## src/rtl/seq_detect_prog_if.sv

```systemverilog
// Bus bundle for seq_detect_prog: config write, serial sample input and match outputs.
// The design drives the slave side; a bit source or bench drives the master side.
interface seq_detect_prog_if #(
    parameter int MAX_LEN = 8,
    parameter int CNT_W   = 8
);
    localparam int LEN_W = $clog2(MAX_LEN + 1);

    logic               cfg_we;
    logic [MAX_LEN-1:0] cfg_pattern;
    logic [LEN_W-1:0]   cfg_len;
    logic               cfg_overlap;
    logic               in_valid;
    logic               x;
    logic               cnt_clr;
    logic               y;
    logic [CNT_W-1:0]   match_cnt;
    logic               cfg_err;

    modport master (
        output cfg_we, cfg_pattern, cfg_len, cfg_overlap, in_valid, x, cnt_clr,
        input  y, match_cnt, cfg_err
    );

    modport slave (
        input  cfg_we, cfg_pattern, cfg_len, cfg_overlap, in_valid, x, cnt_clr,
        output y, match_cnt, cfg_err
    );
endinterface

```

## src/rtl/seq_detect_prog.sv

```systemverilog
// Runtime-programmable serial pattern detector with overlap control,
// valid-gated sampling and a saturating match counter.
module seq_detect_prog #(
    parameter int                 MAX_LEN     = 8,
    parameter int                 CNT_W       = 8,
    parameter logic [MAX_LEN-1:0] RST_PATTERN = 8'b0000_0011,
    parameter int                 RST_LEN     = 4,
    parameter logic               RST_OVERLAP = 1'b1
) (
    input  logic             clk,
    input  logic             rst,
    seq_detect_prog_if.slave bus
);
    localparam int LEN_W = $clog2(MAX_LEN + 1);

    logic [MAX_LEN-1:0] pat_q, pat_d;
    logic [LEN_W-1:0]   len_q, len_d;
    logic               ovl_q, ovl_d;
    logic [MAX_LEN-1:0] hist_q, hist_d;
    logic [LEN_W-1:0]   fill_q, fill_d;
    logic               y_q, y_d;
    logic               err_q, err_d;
    logic [CNT_W-1:0]   cnt_q, cnt_d;

    logic [MAX_LEN-1:0] hist_shift;
    logic [MAX_LEN-1:0] len_mask;
    logic [LEN_W-1:0]   fill_inc;
    logic               sample;
    logic               cfg_ok;
    logic               hit;

    always_comb begin
        pat_d  = pat_q;
        len_d  = len_q;
        ovl_d  = ovl_q;
        hist_d = hist_q;
        fill_d = fill_q;
        cnt_d  = cnt_q;
        y_d    = 1'b0;
        err_d  = 1'b0;

        // A config write owns the cycle: the serial bit is never sampled alongside it.
        sample     = bus.in_valid && !bus.cfg_we;
        cfg_ok     = (bus.cfg_len != '0) && (bus.cfg_len <= LEN_W'(MAX_LEN));
        hist_shift = {hist_q[MAX_LEN-2:0], bus.x};
        fill_inc   = (fill_q >= len_q) ? len_q : fill_q + 1'b1;

        len_mask = '0;
        for (int i = 0; i < MAX_LEN; i++) begin
            len_mask[i] = (i < int'(len_q));
        end

        hit = sample && (fill_inc == len_q) && (((hist_shift ^ pat_q) & len_mask) == '0);

        if (bus.cfg_we) begin
            if (cfg_ok) begin
                pat_d  = bus.cfg_pattern;
                len_d  = bus.cfg_len;
                ovl_d  = bus.cfg_overlap;
                hist_d = '0;
                fill_d = '0;
            end else begin
                err_d = 1'b1;
            end
        end else if (bus.in_valid) begin
            hist_d = hist_shift;
            // Non-overlap mode forgets the matching bits by emptying the fill count.
            fill_d = (hit && !ovl_q) ? '0 : fill_inc;
            y_d    = hit;
        end

        if (bus.cnt_clr) begin
            cnt_d = '0;
        end else if (hit && (cnt_q != '1)) begin
            cnt_d = cnt_q + 1'b1;
        end
    end

    always_ff @(posedge clk) begin
        if (rst) begin
            pat_q  <= RST_PATTERN;
            len_q  <= LEN_W'(RST_LEN);
            ovl_q  <= RST_OVERLAP;
            hist_q <= '0;
            fill_q <= '0;
            y_q    <= 1'b0;
            err_q  <= 1'b0;
            cnt_q  <= '0;
        end else begin
            pat_q  <= pat_d;
            len_q  <= len_d;
            ovl_q  <= ovl_d;
            hist_q <= hist_d;
            fill_q <= fill_d;
            y_q    <= y_d;
            err_q  <= err_d;
            cnt_q  <= cnt_d;
        end
    end

    assign bus.y         = y_q;
    assign bus.match_cnt = cnt_q;
    assign bus.cfg_err   = err_q;
endmodule

```

## src/flat_wrapper.sv

```systemverilog
// flat-port wrapper written by rule: the top's interface ports become plain ports
module seq_detect_prog_flat 
#(
    parameter int                 MAX_LEN     = 8,
    parameter int                 CNT_W       = 8,
    parameter logic [MAX_LEN-1:0] RST_PATTERN = 8'b0000_0011,
    parameter int                 RST_LEN     = 4,
    parameter logic               RST_OVERLAP = 1'b1
)
  (clk, rst, bus_cfg_we, bus_cfg_pattern, bus_cfg_len, bus_cfg_overlap, bus_in_valid, bus_x, bus_cnt_clr, bus_y, bus_match_cnt, bus_cfg_err);
  seq_detect_prog_if #(.MAX_LEN(MAX_LEN), .CNT_W(CNT_W)) bus_i ();
  input  logic clk;
  input  logic rst;
  input wire logic [$bits(bus_i.cfg_we)-1:0] bus_cfg_we;
  input wire logic [$bits(bus_i.cfg_pattern)-1:0] bus_cfg_pattern;
  input wire logic [$bits(bus_i.cfg_len)-1:0] bus_cfg_len;
  input wire logic [$bits(bus_i.cfg_overlap)-1:0] bus_cfg_overlap;
  input wire logic [$bits(bus_i.in_valid)-1:0] bus_in_valid;
  input wire logic [$bits(bus_i.x)-1:0] bus_x;
  input wire logic [$bits(bus_i.cnt_clr)-1:0] bus_cnt_clr;
  output wire logic [$bits(bus_i.y)-1:0] bus_y;
  output wire logic [$bits(bus_i.match_cnt)-1:0] bus_match_cnt;
  output wire logic [$bits(bus_i.cfg_err)-1:0] bus_cfg_err;
  assign bus_i.cfg_we = bus_cfg_we;
  assign bus_i.cfg_pattern = bus_cfg_pattern;
  assign bus_i.cfg_len = bus_cfg_len;
  assign bus_i.cfg_overlap = bus_cfg_overlap;
  assign bus_i.in_valid = bus_in_valid;
  assign bus_i.x = bus_x;
  assign bus_i.cnt_clr = bus_cnt_clr;
  assign bus_y = bus_i.y;
  assign bus_match_cnt = bus_i.match_cnt;
  assign bus_cfg_err = bus_i.cfg_err;
  seq_detect_prog #(.MAX_LEN(MAX_LEN), .CNT_W(CNT_W), .RST_PATTERN(RST_PATTERN), .RST_LEN(RST_LEN), .RST_OVERLAP(RST_OVERLAP)) u_core (.clk(clk), .rst(rst), .bus(bus_i));
endmodule
```

## config.mk

```make
export PLATFORM = sky130hd
export DESIGN_NAME = seq_detect_prog_flat
export DESIGN_NICKNAME = d
export VERILOG_FILES = /design/src/rtl/seq_detect_prog_if.sv /design/src/rtl/seq_detect_prog.sv /design/src/flat_wrapper.sv
export SDC_FILE = /design/constraint.sdc
export NUM_CORES = 1
export LEC_CHECK = 0
export ABC_CLOCK_PERIOD_IN_PS = 2770
export BUFFER_PORTS_ARGS = -buffer_cell sky130_fd_sc_hd__buf_2
export CAP_MARGIN = 10
export CORE_MARGIN = 2
export CORE_UTILIZATION = 55
export CTS_CLUSTER_DIAMETER = 120
export DETAILED_ROUTE_END_ITERATION = 7
export MAX_ROUTING_LAYER = met4
export PLACE_DENSITY = 0.76
export SLEW_MARGIN = 10
export SYNTH_ARGS = -nofsm -noshare
export SYNTH_HDL_FRONTEND = slang
export SYNTH_SLANG_ARGS = --single-unit
```

## constraint.sdc

```tcl
create_clock -name clk -period 2.77 [get_ports clk]
set_input_delay 0.277 -clock clk [delete_from_list [all_inputs] [get_ports clk]]
set_output_delay 0.277 -clock clk [all_outputs]
set_load 0.005 [all_outputs]
```

# Word level (Yosys, flattened, before mapping)
# Index checks and enable logic that the tools add are counted.
dict set report op_classes {
  reduce_logical 16
  addsub 2
  eq_ne 3
  order_cmp 10
  bitwise_logic 4
  n_mux 9
}
# operator n
set ops {}
lappend ops {{$mux 7} 3}
lappend ops {{$mux 4} 5}
lappend ops {{$lt 3x4->1 const A} 4}
lappend ops {{$add 8x1->8 const B} 1}
lappend ops {{$and 8x8->8} 1}
lappend ops {{$logic_not 8->1} 1}
lappend ops {{$lt 1x4->1 const A} 2}
lappend ops {{$lt 2x4->1 const A} 2}
lappend ops {{$ne 8x8->1 const B} 1}
lappend ops {{$xor 8x8->8} 1}
lappend ops {{$logic_and 1x1->1} 6}
lappend ops {{$add 4x1->4 const B} 1}
lappend ops {{$eq 4x4->1} 1}
lappend ops {{$ge 4x4->1} 1}
lappend ops {{$le 4x4->1 const B} 1}
lappend ops {{$reduce_and 2->1} 2}
lappend ops {{$reduce_bool 4->1} 1}
lappend ops {{$reduce_or 2->1} 2}
lappend ops {{$reduce_or 3->1} 1}
lappend ops {{$logic_not 1->1} 2}
lappend ops {{$ne 2x1->1 const B} 1}
lappend ops {{$not 1->1} 2}
lappend ops {{$reduce_bool 2->1} 1}
lappend ops {{$mux 1} 1}
dict set report totals {
  ff_bits 34
  elab_cells 52
  output_inout_bits 10
  input_bits 19
}

# Logic depth before layout (Yosys ltp)
dict set report logic_depth {
  word_depth 9
  mapped_depth 10
  ltp_nobuf 9
}

# Least setup slack after synthesis
# Ideal clock, no wire load.
dict set report synth_path {
  path_kind {register to register}
  startpoint {register u_core.len_q[0]}
  endpoint {register u_core.fill_q[3]}
  path_slack_ps 281
  t_arrival_ps 2367
  path_buffers 0
  path_stages_with_launch 8
  cell_sequence {dfxtp_1 -> or4b_4 -> a2111oi_4 -> a21oi_1 -> a2bb2oi_1 -> a211oi_2 -> a21boi_2 -> a221o_1}
}
dict set report synth_between {
  elab_chain_cells 9
  elab_cells_between_ends 19
  cone_classes {9 x order compare; 1 x eq/ne; 4 x mux; 1 x bitwise; 4 x reduce/logical}
}
# item line_no
set synth_rtl {}
lappend synth_rtl {{from (decl)} seq_detect_prog.sv:17} ;# logic [LEN_W-1:0] len_q, len_d;
lappend synth_rtl {{from (signal assigned)} seq_detect_prog.sv:82} ;# len_q <= LEN_W'(RST_LEN);
lappend synth_rtl {{from (signal assigned)} seq_detect_prog.sv:91} ;# len_q <= len_d;
lappend synth_rtl {{$ge 4x4->1} seq_detect_prog.sv:46} ;# fill_inc = (fill_q >= len_q) ? len_q : fill_q + 1'b1;
lappend synth_rtl {{$mux 4} seq_detect_prog.sv:46}
lappend synth_rtl {{$eq 4x4->1} seq_detect_prog.sv:53} ;# hit = sample && (fill_inc == len_q) && (((hist_shift ^ pat_q) & len_mask) == '0);
lappend synth_rtl {{$logic_and 1x1->1 (2 in series)} seq_detect_prog.sv:53}
lappend synth_rtl {{$logic_and 1x1->1} seq_detect_prog.sv:68} ;# fill_d = (hit && !ovl_q) ? '0 : fill_inc;
lappend synth_rtl {{$mux 4 *} seq_detect_prog.sv:68}
lappend synth_rtl {{$mux 4 *} seq_detect_prog.sv:65} ;# end else if (bus.in_valid) begin
lappend synth_rtl {{$mux 4 *} seq_detect_prog.sv:55} ;# if (bus.cfg_we) begin
lappend synth_rtl {{to (signal assigned)} seq_detect_prog.sv:94} ;# fill_q <= fill_d;
lappend synth_rtl {{to (decl)} seq_detect_prog.sv:20} ;# logic [LEN_W-1:0] fill_q, fill_d;
# Mark *: on every way between the ends. The rest lies on a longest branch, timed or not. The select of a mux whose other input is x is not followed.
# A chain may end at the register's enable or synchronous reset.

# Worst setup path in the final report
dict set report layout_path {
  startpoint {register u_core.len_q[2]}
  endpoint {register u_core.cnt_q[5], in the netlist u_core.bus.match_cnt[5]}
}
dict set report layout_between {
  elab_chain_cells 6
  elab_cells_between_ends 16
  cone_classes {9 x order compare; 1 x eq/ne; 1 x mux; 1 x bitwise; 4 x reduce/logical}
}
# item line_no
set layout_rtl {}
lappend layout_rtl {{$ge 4x4->1} seq_detect_prog.sv:46}
lappend layout_rtl {{$mux 4} seq_detect_prog.sv:46}
lappend layout_rtl {{$eq 4x4->1} seq_detect_prog.sv:53}
lappend layout_rtl {{$logic_and 1x1->1} seq_detect_prog.sv:53}
lappend layout_rtl {{$logic_and 1x1->1 *} seq_detect_prog.sv:53}
lappend layout_rtl {{$logic_and 1x1->1 *} seq_detect_prog.sv:74} ;# end else if (hit && (cnt_q != '1)) begin
lappend layout_rtl {{to (signal assigned)} seq_detect_prog.sv:97} ;# cnt_q <= cnt_d;
lappend layout_rtl {{to (decl)} seq_detect_prog.sv:23} ;# logic [CNT_W-1:0] cnt_q, cnt_d;
# Mark *: on every way between the ends. The rest lies on a longest branch, timed or not.

==> reports/metrics.yaml <==
run_status:
  outcome: "completed"
clock_network:
  cts-root-buf: "clkbuf_4"
  htreeDepth: 2
  cts_hold_buf: 0
  clk_pin_slew_ns: 0.10
  cts-resized-gates: 0
  clock-sinks: 34
  clk_path_buf_depth: 2
  post_cts_buffers: 0
  clock_latency_ns: 0.33
  numCtsBuffers: 5
  cts_tree: "done"
critical_path:
  cp.arrival_ns: 2.85
  max_stage_delay_ns: 0.50
  crit_family: "compound AO/OA/AOI/OAI gates"
  required_ns: 3.04
  r2r_slack_ns: 0.19
  cp_slowest_cell: "or4b_4"
  cp_max_fo: 10
  crit_buf_inv: 0
  critPathCaptureType: "flop"
  path_common_cell: "a21oi_1"
  cp-start-kind: "flop"
  worst-setup-path-type: "reg2reg"
  crit_chain: "or4b_4 -> a2111oi_4 -> a21oi_1 -> a2bb2oi_1 -> a211o_4 -> or4_1 -> a21oi_1"
global_routing:
  antenna_found_initial: 0
  grt_max_degree: 27
  grt_pass1_vias: 1388
  grt_overflow: 0
  track_usage_pct: 23.2
  grt_pass1_wl_um: 6220
detailed_routing:
  viasPerCell: 5.47
  first_pass_iters: 4
  drtIter0Drc: 87
  routed_wl_um: 3660
  drcViolationCount: 0
  ant_nets: 0
  vias: 1591
  wl_per_cell_um: 12.6
synth:
  synth_cell_types: 44
  synthArstFlopShare_pct: 0
  avgSynthCellArea_um2: 8.29
  seq_area_frac_synth_pct: 38.0
  syn-instance-count: 216
  synth-edff-count: 0
  ys_warn_count: 0
  ys.flop_type: "dfxtp_1"
  syn-num-nets: 241
  mappedNetlistArea_um2: 1790
  ys_ff_latch: 34
placed_design:
  io_buffer_count: 28
  place_congestion: 0.892
  pre_cts_ws_ns: 0.218
  dp_hpwl_um: 2720
timing:
  rsz0062_at_grt: "false"
  final_max_slew_viol_count: 0
  fin_skew_ns: 0.00560
  fin_crit_sh_pct: 93.1
  fmax_mhz: 388
  whs_ns: 0.151
  finalWorstSetupSlack_ns: 0.191
  setup_viol: 0
  hold_violations: 0
  final.setup.tns_ns: 0
  fin_crit_ns: 2.58
  tightest_slew_ns: 0.613
  slew_headroom_pct: 59.0
final_layout:
  area_growth_pct: 14.9
  layout-drive-gt1-share_pct: 21.5
  final_nets: 271
  diodes: 0
floorplan:
  start_util_pct: 58.2
  io_pins: 29
  core_um2: 3080
  die_area_um2: 3730
  rows: 20
  die_h_um: 61.1
  die_w_um: 61.1
power:
  leakagePower_nw: 0.852
  max-vdd-ir-drop_v: 0.000385
  power_density_nw_per_um2: 484
  total_power_mw: 0.996
min_path:
  hold_path_class: "in2reg"
flow_run:
  drv_cap: 0
==> metrics by stage <==
step	instances	area, um2	util (%)
after global placement	283	1980	64.3
after floorplan	216	1790	-
final	291	2060	66.8
after global routing	291	2060	66.8
after CTS	291	2060	66.8
after detailed placement	283	1980	64.3
==> sequential cells by signal, indices dropped and copies added, names as in the netlist <==
signal	flops
u_core.bus.cfg_err	1
u_core.bus.match_cnt	8
u_core.bus.y	1
u_core.fill_q	4
u_core.hist_q	7
u_core.len_q	4
u_core.ovl_q	1
u_core.pat_q	8
==> cells by family (layout without fill, tap and decap cells) <==
| family | count (synthesis) | count (layout) | share of synthesized area, % |
|---|---|---|---|
| buf+inv | 18 | 49 | 4.19 |
| compound gates | 58 | 58 | 22.7 |
| simple gates | 86 | 86 | 24.0 |
| fa+ha+maj | 6 | 6 | 4.19 |
| flops | 34 | 34 | 38.0 |
| xor+xnor | 13 | 13 | 6.36 |
| mux | 1 | 1 | 0.559 |
==> layer usage <==
metal  up-vias  global-route usage, %  routed length [um]
met1       716                   31.2                1780
li1        830                      -                   -
met3         6                   6.30                 160
met2        39                   33.9                1670
met4         0                   7.14                  53
met5         -                      -                   0
==> power breakdown <==
part	internal, mW	switching, mW	total (mW)
combinational	0.0613	0.0772	0.139
clock	0.173	0.164	0.338
sequential	0.504	0.0154	0.520
==> tightest hold or removal path, delay by kind of cell <==
| family | cells | cell delay (ns) |
|---|---|---|
| buffers and inverters | 1 | 0.08 |
| and+or+nand+nor | 2 | 0.10 |
==> worst paths after layout <==
path                           startpoint                                    to  depth (start not counted)
max          u_core.len_q[2]$_SDFFE_PP1P_  u_core.bus.match_cnt[5]$_SDFFE_PP0P_                          7
min                    bus_cfg_pattern[0]          u_core.pat_q[0]$_SDFFE_PP1P_                          3
max reg2reg  u_core.len_q[2]$_SDFFE_PP1P_  u_core.bus.match_cnt[5]$_SDFFE_PP0P_                          7
min reg2reg  u_core.pat_q[3]$_SDFFE_PP0P_          u_core.pat_q[3]$_SDFFE_PP0P_                          2
==> Yosys cell counts, types with 3 or more instances <==
master	n	area share [%]
a21oi_1	27	7.5
clkbuf_1	7	1.5
ha_1	6	4.2
inv_1	8	1.7
dfxtp_1	34	38
nand3b_1	5	2.1
xor2_1	6	2.9
or4_1	3	1.3
or2_2	4	1.4
nand4_1	3	1.0
o21ai_0	8	2.2
o31ai_1	3	1.3
nand3_1	11	3.1
nor2_1	7	1.5
nand2_1	40	8.4
xnor2_1	7	3.4
==> cell type report <==
class	count	area, um2
multi-input combinational	164	1030
fill	280	1020
sequential	34	681
timing repair buffer	33	178
clock buffer	8	78.8
tap	44	55.1
inverter	8	30.0
==> cells in the final DEF, fill, tap and decap left out, types with 2 or more instances in the layout <==
cell,n
clkbuf_8,3
nand3b_1,5
a21o_1,2
xor2_1,6
buf_4,5
ha_1,6
dfxtp_1,34
a31oi_1,2
a41o_1,2
nor3_1,2
buf_2,28
a22o_1,2
a21oi_1,27
xnor2_1,7
or2_2,4
o21ai_0,8
or4_1,3
nand2b_1,2
clkbuf_4,5
nor2_1,7
nand2_1,40
nor2b_1,2
nand4_1,3
o31ai_1,3
inv_1,8
nand3_1,11
a221o_1,2
Power figures use the tool's default switching activity.
